## config.mk

```make
export PLATFORM = sky130hd
export DESIGN_NAME = viterbi_decode_flat
export DESIGN_NICKNAME = d
export VERILOG_FILES = /design/src/rtl/viterbi_decode_if.sv /design/src/rtl/viterbi_decode.sv /design/src/flat_wrapper.sv
export SDC_FILE = /design/constraint.sdc
export NUM_CORES = 1
export LEC_CHECK = 0
export CAP_MARGIN = 15
export CORE_UTILIZATION = 55
export CTS_CLUSTER_DIAMETER = 40
export DETAILED_ROUTE_END_ITERATION = 12
export HOLD_SLACK_MARGIN = 0.02
export PLACE_DENSITY = 0.67
export SLEW_MARGIN = 20
export SYNTH_ARGS = -nofsm -noshare
export SYNTH_HDL_FRONTEND = slang
export SYNTH_SLANG_ARGS = --single-unit
```

## constraint.sdc

```tcl
create_clock -name clk_sig -period 20.4 [get_ports clk_sig]
set_input_delay 3.06 -clock clk_sig [delete_from_list [all_inputs] [get_ports clk_sig]]
set_output_delay 3.06 -clock clk_sig [all_outputs]
set_load 0.005 [all_outputs]
```

## src/rtl/viterbi_decode_if.sv

```systemverilog
// ---------------------------------------------------------------------------
// viterbi_decode_if
// Symbol-in / bit-out bundle for the (2,1,2) hard-decision Viterbi decoder.
//   code_sig[1:0]  received code symbol {b1,b0}
//   code_valid     qualifies code_sig, one symbol per clock when high
//   decode_sig     decoded information bit
//   decode_valid   one-cycle pulse per decoded bit
// master: symbol source / bit sink (e.g. testbench); slave: the decoder.
// ---------------------------------------------------------------------------
interface viterbi_decode_if;
    logic [1:0] code_sig;
    logic       code_valid;
    logic       decode_sig;
    logic       decode_valid;

    modport master (
        output code_sig,
        output code_valid,
        input  decode_sig,
        input  decode_valid
    );

    modport slave (
        input  code_sig,
        input  code_valid,
        output decode_sig,
        output decode_valid
    );
endinterface

```

## src/rtl/viterbi_decode.sv

```systemverilog
// ---------------------------------------------------------------------------
// viterbi_decode
// Hard-decision Viterbi decoder for the rate-1/2, K=3 code (generators 7,5
// octal). Four-state add-compare-select with min-normalised saturating path
// metrics and a register-exchange survivor memory of TB_DEPTH bits per state.
// A decoded bit is emitted for every accepted symbol once TB_DEPTH-1 symbols
// have been seen since reset.
// Ports:
//   clk_sig    clock, rising edge
//   reset_sig  asynchronous active-low reset
//   bus        viterbi_decode_if.slave (code_sig/code_valid in,
//              decode_sig/decode_valid out)
// Parameters:
//   TB_DEPTH   survivor length in decisions (4..32)
//   PM_W       path-metric width in bits (4..8)
// ---------------------------------------------------------------------------
module viterbi_decode #(
    parameter int unsigned TB_DEPTH = 16,
    parameter int unsigned PM_W     = 5
) (
    input  logic              clk_sig,
    input  logic              reset_sig,
    viterbi_decode_if.slave   bus
);

    localparam int unsigned CW = $clog2(TB_DEPTH);
    localparam logic [CW-1:0]   FILL_MAX = CW'(TB_DEPTH - 1);
    localparam logic [PM_W-1:0] PM_INIT  = {1'b1, {(PM_W-1){1'b0}}};

    logic [PM_W-1:0]     pm_q   [4];
    logic [PM_W-1:0]     pm_d   [4];
    logic [TB_DEPTH-1:0] surv_q [4];
    logic [TB_DEPTH-1:0] surv_d [4];
    logic [CW-1:0]       fill_q, fill_d;
    logic                dec_q, dec_d;
    logic                dv_q, dv_d;

    // ACS results before normalisation
    logic [PM_W-1:0]     acc    [4];
    logic [TB_DEPTH-1:0] nsurv  [4];
    logic [1:0]          best;

    // Hamming distance between two 2-bit symbols
    function automatic logic [1:0] branch_metric(input logic [1:0] a,
                                                 input logic [1:0] b);
        return {1'b0, a[1] ^ b[1]} + {1'b0, a[0] ^ b[0]};
    endfunction

    // PM + BM clamped to the all-ones metric
    function automatic logic [PM_W-1:0] sat_add(input logic [PM_W-1:0] pm,
                                                input logic [1:0]      bm);
        logic [PM_W:0] t;
        t = {1'b0, pm} + (PM_W+1)'(bm);
        return t[PM_W] ? '1 : t[PM_W-1:0];
    endfunction

    // Add-compare-select for each next state N={u,s1}; predecessors are
    // {s1,0} and {s1,1}, ties resolved toward s2=0.
    always_comb begin
        logic            u_b;
        logic            s1_b;
        logic [1:0]      p0;
        logic [1:0]      p1;
        logic [PM_W-1:0] sum0;
        logic [PM_W-1:0] sum1;
        u_b  = 1'b0;
        s1_b = 1'b0;
        p0   = '0;
        p1   = '0;
        sum0 = '0;
        sum1 = '0;
        for (int unsigned n = 0; n < 4; n++) begin
            u_b  = n[1];
            s1_b = n[0];
            p0   = {s1_b, 1'b0};
            p1   = {s1_b, 1'b1};
            sum0 = sat_add(pm_q[p0],
                           branch_metric(bus.code_sig, {u_b ^ s1_b, u_b}));
            sum1 = sat_add(pm_q[p1],
                           branch_metric(bus.code_sig, {u_b ^ s1_b ^ 1'b1, u_b ^ 1'b1}));
            if (sum1 < sum0) begin
                acc[n]   = sum1;
                nsurv[n] = {surv_q[p1][TB_DEPTH-2:0], u_b};
            end else begin
                acc[n]   = sum0;
                nsurv[n] = {surv_q[p0][TB_DEPTH-2:0], u_b};
            end
        end
    end

    // Minimum-metric state, lowest index on ties
    always_comb begin
        best = 2'd0;
        for (int unsigned i = 1; i < 4; i++) begin
            if (acc[i] < acc[best]) begin
                best = 2'(i);
            end
        end
    end

    always_comb begin
        pm_d   = pm_q;
        surv_d = surv_q;
        fill_d = fill_q;
        dec_d  = dec_q;
        dv_d   = 1'b0;
        if (bus.code_valid) begin
            for (int unsigned n = 0; n < 4; n++) begin
                pm_d[n]   = acc[n] - acc[best];
                surv_d[n] = nsurv[n];
            end
            fill_d = (fill_q == FILL_MAX) ? fill_q : fill_q + 1'b1;
            // fill_q saturates at D-1, so equality means k >= D-1
            if (fill_q == FILL_MAX) begin
                dv_d  = 1'b1;
                dec_d = nsurv[best][TB_DEPTH-1];
            end
        end
    end

    always_ff @(posedge clk_sig or negedge reset_sig) begin
        if (!reset_sig) begin
            pm_q[0] <= '0;
            for (int unsigned n = 1; n < 4; n++) begin
                pm_q[n] <= PM_INIT;
            end
            for (int unsigned n = 0; n < 4; n++) begin
                surv_q[n] <= '0;
            end
            fill_q <= '0;
            dec_q  <= 1'b0;
            dv_q   <= 1'b0;
        end else begin
            pm_q   <= pm_d;
            surv_q <= surv_d;
            fill_q <= fill_d;
            dec_q  <= dec_d;
            dv_q   <= dv_d;
        end
    end

    assign bus.decode_sig   = dec_q;
    assign bus.decode_valid = dv_q;

endmodule

```

## src/flat_wrapper.sv

```systemverilog
// flat-port wrapper written by rule: the top's interface ports become plain ports
module viterbi_decode_flat 
#(
    parameter int unsigned TB_DEPTH = 16,
    parameter int unsigned PM_W     = 5
)
  (clk_sig, reset_sig, bus_code_sig, bus_code_valid, bus_decode_sig, bus_decode_valid);
  viterbi_decode_if bus_i ();
  input  logic clk_sig;
  input  logic reset_sig;
  input wire logic [$bits(bus_i.code_sig)-1:0] bus_code_sig;
  input wire logic [$bits(bus_i.code_valid)-1:0] bus_code_valid;
  output wire logic [$bits(bus_i.decode_sig)-1:0] bus_decode_sig;
  output wire logic [$bits(bus_i.decode_valid)-1:0] bus_decode_valid;
  assign bus_i.code_sig = bus_code_sig;
  assign bus_i.code_valid = bus_code_valid;
  assign bus_decode_sig = bus_i.decode_sig;
  assign bus_decode_valid = bus_i.decode_valid;
  viterbi_decode #(.TB_DEPTH(TB_DEPTH), .PM_W(PM_W)) u_core (.clk_sig(clk_sig), .reset_sig(reset_sig), .bus(bus_i));
endmodule
```

* Word level (Yosys, flattened, before mapping)
Cells that the tools add are included.
** Storage, ports and cells
- Flip-flop bits (word level) :: 86
- Input port bits :: 5
- Output and inout port bits :: 2
- Word-level logic and storage cells :: 80
** Operators by class
- $add $sub $neg :: 17
- $lt $le $gt $ge :: 10
- Equality and inequality tests :: 1
- Mux-type cells :: 33
- Bitwise logic cells :: 6
- Reduce and logical (&&, ||, !) cells :: 2
** Operator list (count)
- $mux W16 :: 6
- $mux W5 :: 18
- $add A5 B2 Y6 :: 8
- $lt A5 B5 Y1 :: 7
- $bmux W16 S2 :: 1
- $bmux W5 S2 :: 3
- $sub A5 B5 Y5 :: 4
- $ge A3 B3 Y1 const B :: 3
- $add A1 B1 Y2 :: 4
- $not A2 Y3 :: 2
- $add A4 B1 Y4 const B :: 1
- $eq A4 B4 Y1 const B :: 1
- $mux W2 :: 2
- $reduce_and A2 Y1 :: 2
- $mux W1 :: 3
- $not A1 Y1 :: 3
- $not A1 Y3 :: 1

* Depth between registers and ports, before layout
Gate-level depths: netlist of run 1.
- Depth after elaboration :: 25
- Depth in mapped cells :: 55
- Depth with buffers taken out :: 54

* Worst setup path before layout of run 1
OpenSTA, ideal clock, no wires.
- Path type :: input-to-reg
- Start :: input port bus_code_sig[0]
- End :: register u_core.pm_q[4] in the netlist's numbering
- Setup time :: 82 ps
- Data arrival time :: 12032 ps
- Data required time :: 20318 ps
- Slack :: 8286 ps
- Stages :: 48
- Buffers on the path :: 2
- Cell sequence :: inv_1 ha_1 inv_1 ha_1 ha_1 a21oi_1 nor2_1 o32a_1 ha_1 a211oi_1 nand2_1 o31ai_2 clkbuf_1 a21oi_1 ha_1 a21oi_1 nand2_1 or3_1 [12 not listed] o21ai_4 mux2_2 ha_1 a21o_1 a21o_1 a21oi_1 and2_1 a41oi_1 and2_1 buf_4 nor2_1 o21bai_1 fa_1 a21o_1 a21oi_1 xor2_1 xnor2_1 mux2_2
** Between the ends
- Cells in the longest elaborated chain, start to end :: 25
- Elaborated cells between the ends (all ways) :: 48
- Classes of those cells :: 13 x add/sub; 7 x order compare; 24 x mux; 4 x bitwise
** Ends and longest elaborated chain
- start: declaration :: line flat_wrapper.sv:11 : input wire logic [$bits(bus_i.code_sig)-1:0] bus_code_sig;
- $not A1 Y1 (no line)
- $add A1 B1 Y2 :: line viterbi_decode.sv:46 : return {1'b0, a[1] ^ b[1]} + {1'b0, a[0] ^ b[0]};
- $add A5 B2 Y6 :: line viterbi_decode.sv:53 : t = {1'b0, pm} + (PM_W+1)'(bm);
- $mux W5 :: line viterbi_decode.sv:54 : return t[PM_W] ? '1 : t[PM_W-1:0];
- $lt A5 B5 Y1 :: line viterbi_decode.sv:81 : if (sum1 < sum0) begin
- $mux W5 :: line viterbi_decode.sv:81
- $lt A5 B5 Y1 :: line viterbi_decode.sv:95 : if (acc[i] < acc[best]) begin
- $mux W1 :: line viterbi_decode.sv:95
- [7 not listed]
- $bmux W5 S2 :: line viterbi_decode.sv:95
- $mux W5 (implied by the code) (2 in series) :: line viterbi_decode.sv:95
- $lt A5 B5 Y1 :: line viterbi_decode.sv:95
- $mux W2 :: line viterbi_decode.sv:95
- $not A2 Y3 (implied by the code) :: line viterbi_decode.sv:109 : pm_d[n] = acc[n] - acc[best];
- $bmux W5 S2 :: line viterbi_decode.sv:109
- $mux W5 (implied by the code) (2 in series) :: line viterbi_decode.sv:109
- $sub A5 B5 Y5 * :: line viterbi_decode.sv:109
- end signal: assignment :: line viterbi_decode.sv:134 : pm_q <= pm_d;
- end: declaration :: line viterbi_decode.sv:30 : logic [PM_W-1:0] pm_q [4];
Every way passes the cells marked *; elsewhere a longest branch is shown, timed or not. The select of a mux whose other input is x is not followed.
A chain may end at the register's enable or synchronous reset.

* Worst setup path in the final report of run 1
- Start :: input port bus_code_sig[0]
- End :: register u_core.pm_q[14] in the netlist's numbering
Same word-level chain as after synthesis.

==> results.ini, run 1 <==
[clocking]
cts_max_level=3
clock_latency_ns=0.35
clkTransAtPathRegs_ns=0.07
root_buffer=clkbuf_16
cts_setup_buffers=0
cts_max_path_buffers=2
numCtsBuffers=9
cts_tree=yes
cts.sinks=81
cts_hold_buf=0
cts-resized-gates=0

[synth]
ys_seq_elements=81
yosysUniqueCellTypes=68
dominantRegCellSynth=dfrtp_1
syn_nets=836
synth_edf_count=0
synthCells=765
synth-seq-area-share=0.3034
synth_top_area_share=0.2916
synth.avg_cell_area_sq_um=8.750
yosys.area.top_type=dfrtp_1
synth.area.top_cells=dfrtp_1, ha_1, mux2i_1
netlist_area_sq_um=6694
synth_warnings=0
synthArstFlopShare=1.000

[layout]
area_growth_pct=6.748
final_cell_mix=nor2_1, a21oi_1, dfrtp_1
diodes=0
layout.nets=824
final_common_cell=nor2_1
final_area_sq_um=7146
drive_above_1_share=0.09367

[placed_design]
hpwl_um=11250
place_ws_ns=6.234
port_buffers=6
post_dp_cell_area_sq_um=6829
place.gp.congestion=0.9504

[detailed_routing]
drtIter0Drc=403
postRouteAntennaNets=0
wl_um=15160
drc=1
via_count=5376
vias_per_cell=5.967
dr.pass1.iters=9
detail_route.wl_per_cell_um=16.83

[sta]
maxSlewViolCount=0
setup_viol=0
rsz0062_at_grt=no
post-route-period-util=0.6836
layout_setup_ws_ns=6.455
tns_ns=0
relSlewSlack=0.2880
fmax_mhz=71.71
finalCriticalPeriod_ns=13.94
hold_viol_final=0
finClkSkew_ns=0.008439
worst_pin_slew_ns=1.068

[global_route]
gr-usage-all-layers=0.2569
grt_start_max_net_pins=117
antenna_found_initial=0
globalRouteOverflowTotal=0
grt_pass1_wl_um=25480
grt_pass1_vias=5256

[floorplanning]
initial_core_util=0.5740
chipHeight_um=112.3
die_x_um=112.3
num_rows=39
core_sq_um=11660
pin_count=7
die-area_sq_um=12620

[setup_path]
arrival_ns=14.22
cp-end-kind=register
crit_fanout=24
cp.required_ns=20.68
crit_top_cell=ha_1
max_stage_delay_ns=0.70
crit_path_start_kind=input pin
crit_type=input pin to register
slowest_stage=a211oi_1

[min_path]
holdCritPathClass=register to register

[status]
status=finished, violations left
violations=design-rule violations

[flow_run]
cap_violations=0

## layer usage
metal | vias up | part of all wire | GRT usage
met5 | - | 0 | 0
met4 | 0 | 0.029 | 0.1031
met3 | 30 | 0.037 | 0.04158
met2 | 100 | 0.48 | 0.4273
met1 | 2582 | 0.46 | 0.3348
li1 | 2664 | - | -
## final timing paths
| check | from | endpoint | slack (ns) | depth (start not counted) |
|---|---|---|---|---|
| max | bus_code_sig[0] | u_core.pm_q[14]$_DFFE_PN1P_ | 6.46 | 48 |
| min | u_core.surv_q[0]$_DFFE_PN0P_ | u_core.surv_q[0]$_DFFE_PN0P_ | 0.48 | 1 |
| max reg2reg | u_core.pm_q[11]$_DFFE_PN0P_ | u_core.pm_q[14]$_DFFE_PN1P_ | 9.93 | 49 |
| min reg2reg | u_core.surv_q[0]$_DFFE_PN0P_ | u_core.surv_q[0]$_DFFE_PN0P_ | 0.48 | 1 |
| max in group asynchronous | reset_sig | u_core.pm_q[6]$_DFFE_PN0P_ | 17.12 | 1 |
| min in group asynchronous | reset_sig | u_core.surv_q[52]$_DFFE_PN0P_ | 2.76 | 1 |
## critical path, delay by kind of cell
family / cells / cell delay [ns]
and+or+nand+nor: 12 / 1.96
xor gates and xnor gates: 2 / 0.30
buffers and inverters: 5 / 1.18
adders and majority gates: 7 / 2.29
muxes: 2 / 0.57
AOI/OAI and AO/OA: 20 / 4.85
## per-stage QoR
stage | std cells | hold slack (ns) | utilization
after CTS | 901 | 0.4719 | 0.6123
final | 901 | 0.4762 | 0.6127
after floorplan | 765 | 0.4394 | -
after detailed placement | 885 | 0.4559 | 0.5856
after global placement | 885 | 0.4514 | 0.5856
after global routing | 901 | 0.4941 | 0.6127
## cells in the mapped netlist, drive strengths merged, types with 3 or more instances
| cell | n |
|---|---|
| nand4 | 4 |
| a21oi | 105 |
| xnor2 | 21 |
| o211ai | 3 |
| nor2b | 12 |
| ha | 62 |
| nand2b | 10 |
| nor2 | 106 |
| dfrtp | 78 |
| dfstp | 3 |
| nor3 | 3 |
| inv | 55 |
| a21o | 12 |
| and2 | 4 |
| xor2 | 9 |
| mux2 | 19 |
| o21a | 9 |
| and3 | 6 |
| fa | 4 |
| nand3 | 14 |
| mux2i | 68 |
| nand2 | 39 |
| clkbuf | 21 |
| o32ai | 3 |
| o22ai | 3 |
| a211oi | 6 |
| buf | 11 |
| or2 | 7 |
| o21ai | 32 |
## final cells by class
class	instances	area (sq um)
Clock inverter	6	72.57
Sequential cell	81	2031
Inverter	55	206.4
Tap cell	143	178.9
Multi-Input combinational cell	597	4337
Timing Repair Buffer	9	81.33
Fill cell	985	4517
Clock buffer	10	239.0
## registers in the layout, indices dropped and copies added, names as in the netlist
| register | cells |
|---|---|
| u_core.surv_q | 55 |
| u_core.pm_q | 20 |
| u_core.fill_q | 4 |
| u_core.bus.decode_sig | 1 |
| u_core.bus.decode_valid | 1 |
## kinds of logic after synthesis
logic type,Yosys count,share of synthesized area
AOI/OAI and AO/OA,204,0.2006
xor gates and xnor gates,30,0.04038
adders and majority gates,66,0.1279
buffers and inverters,87,0.05084
DFF,81,0.3034
muxes,87,0.1348
and+or+nand+nor,210,0.1422
Power of run 1 is left out: the tool's default activity adds up to more than one toggle a clock period on the data nets, which glitch-free logic cannot reach.
==> inputs of run 2 (changes only) <==
==> constraint.sdc (replaced) <==
create_clock -name clk_sig -period 13.24 [get_ports clk_sig]
set_input_delay 1.986 -clock clk_sig [delete_from_list [all_inputs] [get_ports clk_sig]]
set_output_delay 1.986 -clock clk_sig [all_outputs]
set_load 0.005 [all_outputs]
==> results.ini, run 2 (synthesized netlist as in run 1, its figures left out) <==
[status]
status=finished, violations left  ; unchanged
violations=design-rule violations  ; unchanged

[setup_path]
crit_type=input pin to register  ; unchanged
rrSetupSlack_ns=2.98  ; was 9.93 ns
cp.required_ns=13.51  ; was 20.68 ns
arrival_ns=12.75  ; was 14.22 ns
max_stage_delay_ns=0.71  ; was 0.70 ns
crit_top_cell=ha_1  ; unchanged
cp-end-kind=register  ; unchanged
crit_path_start_kind=input pin  ; unchanged
path_buf_inv=5  ; unchanged
timing.rr.start=u_core.pm_q[11]$_DFFE_PN0P_  ; unchanged
slowest_stage=o21ai_0  ; was a211oi_1
crit_fanout=22  ; was 24
r2r_cells=45  ; was 49
crit_family=compound AO/OA/AOI/OAI gates  ; unchanged
rr_endpoint=u_core.pm_q[14]$_DFFE_PN1P_  ; unchanged

[sta]
maxSlewViolCount=0  ; unchanged
relSlewSlack=0.2963  ; was 0.2880
post-route-period-util=0.9422
setup_viol=0  ; unchanged
finClkSkew_ns=0.009456  ; was 0.008439 ns
tns_ns=0  ; unchanged
finalCriticalPeriod_ns=12.47
fmax_mhz=80.16
hold_viol_final=0  ; unchanged
worst_pin_slew_ns=1.056  ; was 1.068 ns
rsz0062_at_grt=no  ; unchanged

[floorplanning]
num_rows=39  ; unchanged
die-area_sq_um=12620  ; unchanged
initial_core_util=0.5740  ; unchanged
pin_count=7  ; unchanged
die_x_um=112.3  ; unchanged
chipHeight_um=112.3  ; unchanged
core_sq_um=11660  ; unchanged

[layout]
largest_register_ffs=55  ; unchanged
area_growth_pct=7.402  ; was 6.748%
regMostFlops=u_core.surv_q  ; unchanged
layout.nets=827  ; was 824
final_common_cell=nor2_1  ; unchanged
fillers=975  ; was 985
drive_above_1_share=0.09724  ; was 0.09367
final_cell_mix=nor2_1, a21oi_1, dfrtp_1  ; unchanged
diodes=0  ; unchanged
top_regs=u_core.surv_q x55, u_core.pm_q x20, u_core.fill_q x4  ; unchanged

[clocking]
clock_latency_ns=0.34  ; was 0.35 ns
cts.sinks=81  ; unchanged
cts_max_path_buffers=2  ; unchanged
clkTransAtPathRegs_ns=0.07  ; about the same
numCtsBuffers=9  ; unchanged
cts_max_level=3  ; unchanged
cts_tree=yes  ; unchanged
root_buffer=clkbuf_16  ; unchanged
cts-resized-gates=0  ; unchanged
cts_hold_buf=0  ; unchanged
cts_setup_buffers=0  ; unchanged

[global_route]
globalRouteOverflowTotal=0  ; unchanged
antenna_found_initial=0  ; unchanged
grt_pass1_wl_um=26000  ; was 25,480 um
gr-usage-all-layers=0.2605  ; was 0.2569
grt_start_max_net_pins=119  ; was 117
grt_pass1_vias=5405  ; was 5,256

[detailed_routing]
postRouteAntennaNets=0  ; unchanged
drtIter0Drc=393  ; was 403
wl_um=15390  ; was 15,160 um
detail_route.wl_per_cell_um=17.02  ; was 16.83 um
via_count=5425  ; was 5,376
dr.pass1.iters=9  ; unchanged
vias_per_cell=6.001  ; was 5.967
drc=1  ; unchanged

[min_path]
worst_hold_path.num_cells=1  ; unchanged
holdCritPathClass=register to register  ; unchanged
min_from=u_core.surv_q[0]$_DFFE_PN0P_  ; unchanged
hold_path_end=u_core.surv_q[0]$_DFFE_PN0P_  ; unchanged

[placed_design]
hpwl_um=11550  ; was 11,250 um
port_buffers=6  ; unchanged
place.gp.congestion=0.9500  ; was 0.9504

[flow_run]
cap_violations=0  ; unchanged

-- run 2: how the worst max path moves through the flow --
| stage | slack [ns] | to | from | cells past startpoint |
|---|---|---|---|---|
| 4_1_cts | 0.55 | u_core.pm_q[14]$_DFFE_PN1P_ | bus_code_sig[0] | 47 |
| 5_1_grt | 0.03 | u_core.pm_q[4]$_DFFE_PN1P_ | bus_code_sig[1] | 48 |
| 2_1_floorplan | 2.20 | u_core.pm_q[4]$_DFFE_PN1P_ | bus_code_sig[0] | 48 |
| 3_3_place_gp | 0.62 | u_core.pm_q[4]$_DFFE_PN1P_ | bus_code_sig[0] | 48 |
| 6_report | 0.77 | u_core.pm_q[14]$_DFFE_PN1P_ | bus_code_sig[0] | 48 |
| 3_5_place_dp | 0.20 | u_core.pm_q[14]$_DFFE_PN1P_ | bus_code_sig[0] | 48 |
-- run 2: cell type report --
| class | instances | area [sq um] | share of cell area |
|---|---|---|---|
| clock buffer | 11 | 242.7 | 0.03376 |
| clock inverter | 5 | 87.58 | 0.01218 |
| inverter | 55 | 206.4 | 0.02872 |
| multi-input combinational | 597 | 4343 | 0.6041 |
| sequential | 81 | 2031 | 0.2825 |
| tap | 143 | 178.9 | 0.02489 |
| timing repair buffer | 12 | 100.1 | 0.01392 |
-- run 2: layer usage --
metal,global-route usage,share of wire
met1,0.3215,0.43
met2,0.4567,0.49
met3,0.04320,0.048
met4,0.09956,0.029
met5,0,0
-- run 2: through the flow --
step	worst slack [ns]	cells	utilization	hold slack, ns	instance area (sq um)
after floorplan	2.200	765	-	0.4394	6694
after global placement	0.6219	888	0.5875	0.4565	6852
after detailed placement	0.2034	888	0.5875	0.4589	6852
after CTS	0.5508	904	0.6158	0.4768	7182
after global routing	0.03125	904	0.6165	0.5070	7189
final	0.7657	904	0.6165	0.4685	7189
Power of run 2 is left out for the same reason.
